==> config.mk <==
export PLATFORM = sky130hd
export DESIGN_NAME = stopwatch_disp_mux_flat
export DESIGN_NICKNAME = d
export VERILOG_FILES = /design/src/rtl/stopwatch_disp_mux_if.sv /design/src/rtl/stopwatch_disp_mux.sv /design/src/flat_wrapper.sv
export SDC_FILE = /design/constraint.sdc
export NUM_CORES = 1
export LEC_CHECK = 0
export BUFFER_PORTS_ARGS = -buffer_cell sky130_fd_sc_hd__buf_4
export CAP_MARGIN = 0
export CORE_MARGIN = 2
export CORE_UTILIZATION = 56
export CTS_CLUSTER_SIZE = 24
export DETAILED_ROUTE_END_ITERATION = 10
export PLACE_DENSITY = 0.82
export SLEW_MARGIN = 25
export SYNTH_ARGS = -nofsm -noshare
export SYNTH_HDL_FRONTEND = slang
export SYNTH_SLANG_ARGS = --single-unit
==> constraint.sdc <==
create_clock -name clk -period 3.7 [get_ports clk]
set_input_delay 0.74 -clock clk [delete_from_list [all_inputs] [get_ports clk]]
set_output_delay 0.74 -clock clk [all_outputs]
set_load 0.02 [all_outputs]
==> src/rtl/stopwatch_disp_mux_if.sv <==
// Bus between the stopwatch counter and the display mux: captured BCD
// digits, load strobe and wrap pulse in; pin-facing display signals out.
interface stopwatch_disp_mux_if;
    logic [15:0] bcd_in;
    logic        load;
    logic        max_tick;
    logic [3:0]  an;
    logic [6:0]  seg;
    logic        dp;
    logic        scan_done;

    // Stopwatch side: drives digits and strobes, observes the display pins
    modport master (output bcd_in, load, max_tick, input an, seg, dp, scan_done);
    // Display mux side
    modport slave  (input bcd_in, load, max_tick, output an, seg, dp, scan_done);
endinterface

==> src/rtl/stopwatch_disp_mux.sv <==
// Four-digit common-anode seven-segment scan mux for the stopwatch.
// Captures BCD digits on load, scans them REFRESH_DIV cycles per digit, and
// blinks the anodes after an overflow until reset. All outputs registered.
// Optional build macro: LEADING_ZERO_BLANK_EN (blank leading zeros of d3/d2).
module stopwatch_disp_mux #(
    parameter int REFRESH_DIV = 4,
    parameter int BLINK_LOG2  = 2
) (
    input  logic                 clk,
    input  logic                 reset,
    stopwatch_disp_mux_if.slave  bus
);
    localparam int PW = $clog2(REFRESH_DIV);
    localparam logic [PW-1:0] PMAX = PW'(REFRESH_DIV - 1);

    logic [PW-1:0]         pcnt;
    logic [1:0]            idx;
    logic [BLINK_LOG2:0]   frame_cnt;
    logic [15:0]           shadow;
    logic                  ovf;
    logic                  slot_end;
    logic                  wrap;

    logic [3:0]            an_q, an_n;
    logic [6:0]            seg_q, seg_n;
    logic                  dp_q, dp_n;
    logic                  scan_done_q;
    logic [3:0]            digit;
    logic                  blank_digit;

    function automatic logic [6:0] decode(input logic [3:0] d);
        logic [6:0] s;
        case (d)
            4'd0:    s = 7'b1000000;
            4'd1:    s = 7'b1111001;
            4'd2:    s = 7'b0100100;
            4'd3:    s = 7'b0110000;
            4'd4:    s = 7'b0011001;
            4'd5:    s = 7'b0010010;
            4'd6:    s = 7'b0000010;
            4'd7:    s = 7'b1111000;
            4'd8:    s = 7'b0000000;
            4'd9:    s = 7'b0010000;
            default: s = 7'b0111111; // invalid BCD shows a dash
        endcase
        return s;
    endfunction

    assign slot_end = (pcnt == PMAX);
    assign wrap     = slot_end && (idx == 2'd3);

    // Prescaler, digit index, scan-frame counter and wrap pulse
    always_ff @(posedge clk) begin
        if (reset) begin
            pcnt        <= '0;
            idx         <= '0;
            frame_cnt   <= '0;
            scan_done_q <= 1'b0;
        end else begin
            pcnt        <= slot_end ? '0 : pcnt + 1'b1;
            if (slot_end) idx <= idx + 2'd1;
            if (wrap) frame_cnt <= frame_cnt + 1'b1;
            scan_done_q <= wrap;
        end
    end

    // Shadow capture and sticky overflow flag; both may act in one cycle
    always_ff @(posedge clk) begin
        if (reset) begin
            shadow <= '0;
            ovf    <= 1'b0;
        end else begin
            if (bus.load)     shadow <= bus.bcd_in;
            if (bus.max_tick) ovf    <= 1'b1;
        end
    end

    // Next display values from the current slot and shadow contents
    always_comb begin
        digit       = shadow[{idx, 2'b00} +: 4];
        blank_digit = 1'b0;
`ifdef LEADING_ZERO_BLANK_EN
        if (idx == 2'd3 && shadow[15:12] == 4'd0) blank_digit = 1'b1;
        if (idx == 2'd2 && shadow[15:8]  == 8'd0) blank_digit = 1'b1;
`endif
        seg_n = blank_digit ? 7'b1111111 : decode(digit);
        an_n  = ~(4'b0001 << idx);
        // Overflow blink only gates the anodes; seg/dp keep scanning
        if (ovf && frame_cnt[BLINK_LOG2]) an_n = 4'b1111;
        dp_n  = (idx != 2'd1);
    end

    // Pin-facing output registers
    always_ff @(posedge clk) begin
        if (reset) begin
            an_q  <= 4'b1111;
            seg_q <= 7'b1111111;
            dp_q  <= 1'b1;
        end else begin
            an_q  <= an_n;
            seg_q <= seg_n;
            dp_q  <= dp_n;
        end
    end

    assign bus.an        = an_q;
    assign bus.seg       = seg_q;
    assign bus.dp        = dp_q;
    assign bus.scan_done = scan_done_q;
endmodule

==> src/flat_wrapper.sv <==
// flat-port wrapper written by rule: the top's interface ports become plain ports
module stopwatch_disp_mux_flat 
#(
    parameter int REFRESH_DIV = 4,
    parameter int BLINK_LOG2  = 2
)
  (clk, reset, bus_bcd_in, bus_load, bus_max_tick, bus_an, bus_seg, bus_dp, bus_scan_done);
  stopwatch_disp_mux_if bus_i ();
  input  logic clk;
  input  logic reset;
  input wire logic [$bits(bus_i.bcd_in)-1:0] bus_bcd_in;
  input wire logic [$bits(bus_i.load)-1:0] bus_load;
  input wire logic [$bits(bus_i.max_tick)-1:0] bus_max_tick;
  output wire logic [$bits(bus_i.an)-1:0] bus_an;
  output wire logic [$bits(bus_i.seg)-1:0] bus_seg;
  output wire logic [$bits(bus_i.dp)-1:0] bus_dp;
  output wire logic [$bits(bus_i.scan_done)-1:0] bus_scan_done;
  assign bus_i.bcd_in = bus_bcd_in;
  assign bus_i.load = bus_load;
  assign bus_i.max_tick = bus_max_tick;
  assign bus_an = bus_i.an;
  assign bus_seg = bus_i.seg;
  assign bus_dp = bus_i.dp;
  assign bus_scan_done = bus_i.scan_done;
  stopwatch_disp_mux #(.REFRESH_DIV(REFRESH_DIV), .BLINK_LOG2(BLINK_LOG2)) u_core (.clk(clk), .reset(reset), .bus(bus_i));
endmodule
==> flow_summary.json <==
{
  "cts.sinks": 37,
  "layout-drive-gt1-share_pct": 26.1,
  "crit_chain": "mux4_2 -> inv_1 -> ha_1 -> nor2_1 -> a211o_1 -> a21o_1",
  "drt_iter0_markers": 18,
  "max_freq_mhz": 477,
  "vias": 1086,
  "grt-ovfl-total": 0,
  "wl_um": 2720,
  "period_minus_slack_ns": 2.10,
  "ys_seq_area_share_pct": 48.8,
  "crit_buf_inv": 1,
  "wire_per_inst_um": 13.2,
  "tightest_slew_ns": 0.391,
  "crit_family": "multiplexers",
  "status": "finished, final reports clean",
  "detail-route-antenna-nets": 0,
  "r2r_cells": 6,
  "syn_inst": 143,
  "crit_path_max_fanout": 8,
  "fin_crit_sh_pct": 56.7,
  "rsz0062_at_grt": "no",
  "fin_tns_setup_ns": 0,
  "finalClockSkew_ns": 0.0134,
  "ys_warn_count": 0,
  "cp_slowest_stage_delay_ns": 0.64,
  "cts-root-buf": "clkbuf_4",
  "grtUsageTotal_pct": 18.8,
  "drcViolationCount": 0,
  "r2r-end": "u_core.bus.seg[5]",
  "p_per_area_nw_per_um2": 425,
  "clockBufferDepth": 2,
  "peakVddDrop_v": 0.000326,
  "max_slew_margin_pct": 73.9,
  "final_common_cell": "dfxtp_1",
  "synth.distinct_cells": 24,
  "grt_first_pass_wirelength_um": 4440,
  "holdWs_ns": 0.439,
  "synthToLayoutAreaGrowth_pct": 19.6,
  "r2r-start": "u_core.idx[0]",
  "cts_buffers": 5,
  "fp.dieW_um": 56.1,
  "start_util_pct": 60.2,
  "dpl_cell_area_um2": 1760,
  "maxCapViolCount": 0,
  "grt_max_degree": 32,
  "setup_viol": 0,
  "crit_slowest_cell": "mux4_2",
  "drv_slew": 0,
  "power.leakage_uw": 0.000856,
  "critical_path_required_ns": 3.97,
  "clkLatencyLatePin_ns": 0.36,
  "synth_area_um2": 1520,
  "startpoint": "u_core.idx[0]",
  "postCtsHoldBufs": 0,
  "io_buffers": 32,
  "nets": 207,
  "path_clk_slew_ns": 0.12,
  "fin_area_um2": 1820,
  "cts_max_level": 2,
  "crit_arrival_ns": 2.36,
  "endpoint_kind": "register",
  "antenna_cells": 0,
  "routabilityCongestion": 0.806,
  "rows": 18,
  "min_path_type": "register to register",
  "endpoint": "u_core.bus.seg[5]",
  "drt_pre_antenna_iters": 4,
  "hold_violations": 0,
  "critPathKind": "register to register",
  "cts_resized": 0,
  "layout_common_cells": "37 x dfxtp_1, 32 x buf_4, 26 x nor2_1",
  "fp.dieArea_um2": 3140,
  "die_h_um": 56.1,
  "cts_setup_buffers": 0,
  "dp_hpwl_um": 1950,
  "cts_tree": "done",
  "syn_nets": 175,
  "avgSynthCellArea_um2": 10.6,
  "cp.depth": 6,
  "core_um2": 2520,
  "r2r_slack_ns": 1.60,
  "grt_pass1_vias": 1005,
  "antenna_found_initial": 0,
  "critPathLaunchType": "register",
  "final_cells": 206,
  "whs_path_depth": 1,
  "synth-seq-cells": 37,
  "routed_via_density": 5.27,
  "dpl.cell_count": 198,
  "top_level_ports": 33
}
metal layers:
metal | part of all wire, % | GRT usage (%)
met2 | 48 | 29.4
met5 | 0 | 0
met3 | 5.5 | 6.28
met1 | 44 | 21.6
met4 | 2.9 | 12.6
area by class of cell:
type / instances / area, µm²
flip-flops and latches: 37 / 741
multi-input cells: 92 / 717
fillers: 207 / 706
repair buffers: 32 / 240
clock buffers: 5 / 37.5
well taps: 30 / 37.5
inverters: 7 / 26.3
clock inverters: 3 / 17.5
state kept, by name, indices dropped and copies added (netlist names), 2 cells and up:
register	count
u_core.pcnt	2
u_core.bus.seg	7
u_core.idx	2
u_core.frame_cnt	3
u_core.shadow	16
u_core.bus.an	4
logic make-up after synthesis:
group	synth area share [%]
mux	18.8
simple gates	11.0
flops	48.8
compound gates	5.85
fa+ha+maj	9.88
xor+xnor	1.73
buf+inv	4.04
how the worst min path moves through the flow:
stage,slack (ns),from,to
finish,0.44,u_core.pcnt[0],u_core.pcnt[0]
global route,0.48,u_core.pcnt[0],u_core.pcnt[0]
CTS,0.44,u_core.pcnt[0],u_core.pcnt[0]
detailed placement,0.43,u_core.pcnt[0],u_core.pcnt[0]
global placement,0.41,u_core.pcnt[0],u_core.pcnt[0]
floorplan,0.40,u_core.pcnt[0],u_core.pcnt[0]
synth_stat cells:
library cell,n,share of area (%)
ha_1,12,9.9
buf_6,1,0.74
buf_2,1,0.33
nor3_1,1,0.33
nand3_1,2,0.66
inv_1,7,1.7
mux2i_1,18,12
xor2_1,2,1.2
a21oi_1,5,1.6
dfxtp_1,37,49
nand2_1,8,2.0
clkbuf_1,5,1.2
nor3_2,1,0.66
a21o_1,4,2.0
nor2b_1,1,0.41
mux2_4,1,0.99
nor3b_1,1,0.49
nor2_1,26,6.4
a31oi_1,1,0.41
mux4_2,4,5.9
a211o_1,1,0.58
o21ai_0,2,0.66
a22o_1,1,0.58
xnor2_1,1,0.58
where the power goes:
part	leakage [µW]	internal, µW	switching [µW]	total [µW]
clock	0.0000310	71.5	139	211
sequential	0.000305	424	13.6	438
combinational	0.000519	62.6	62.2	125
total	0.000856	558	215	773
stage by stage:
step                worst slack [ns]  total power, µW  utilization [%]
floorplan                       1.81              526                -
global placement                1.66              565             69.8
detailed placement              1.60              572             69.8
CTS                             1.59              779             72.0
global route                    1.47              808             72.0
finish                          1.60              773             72.0
Power figures use the tool's default switching activity.
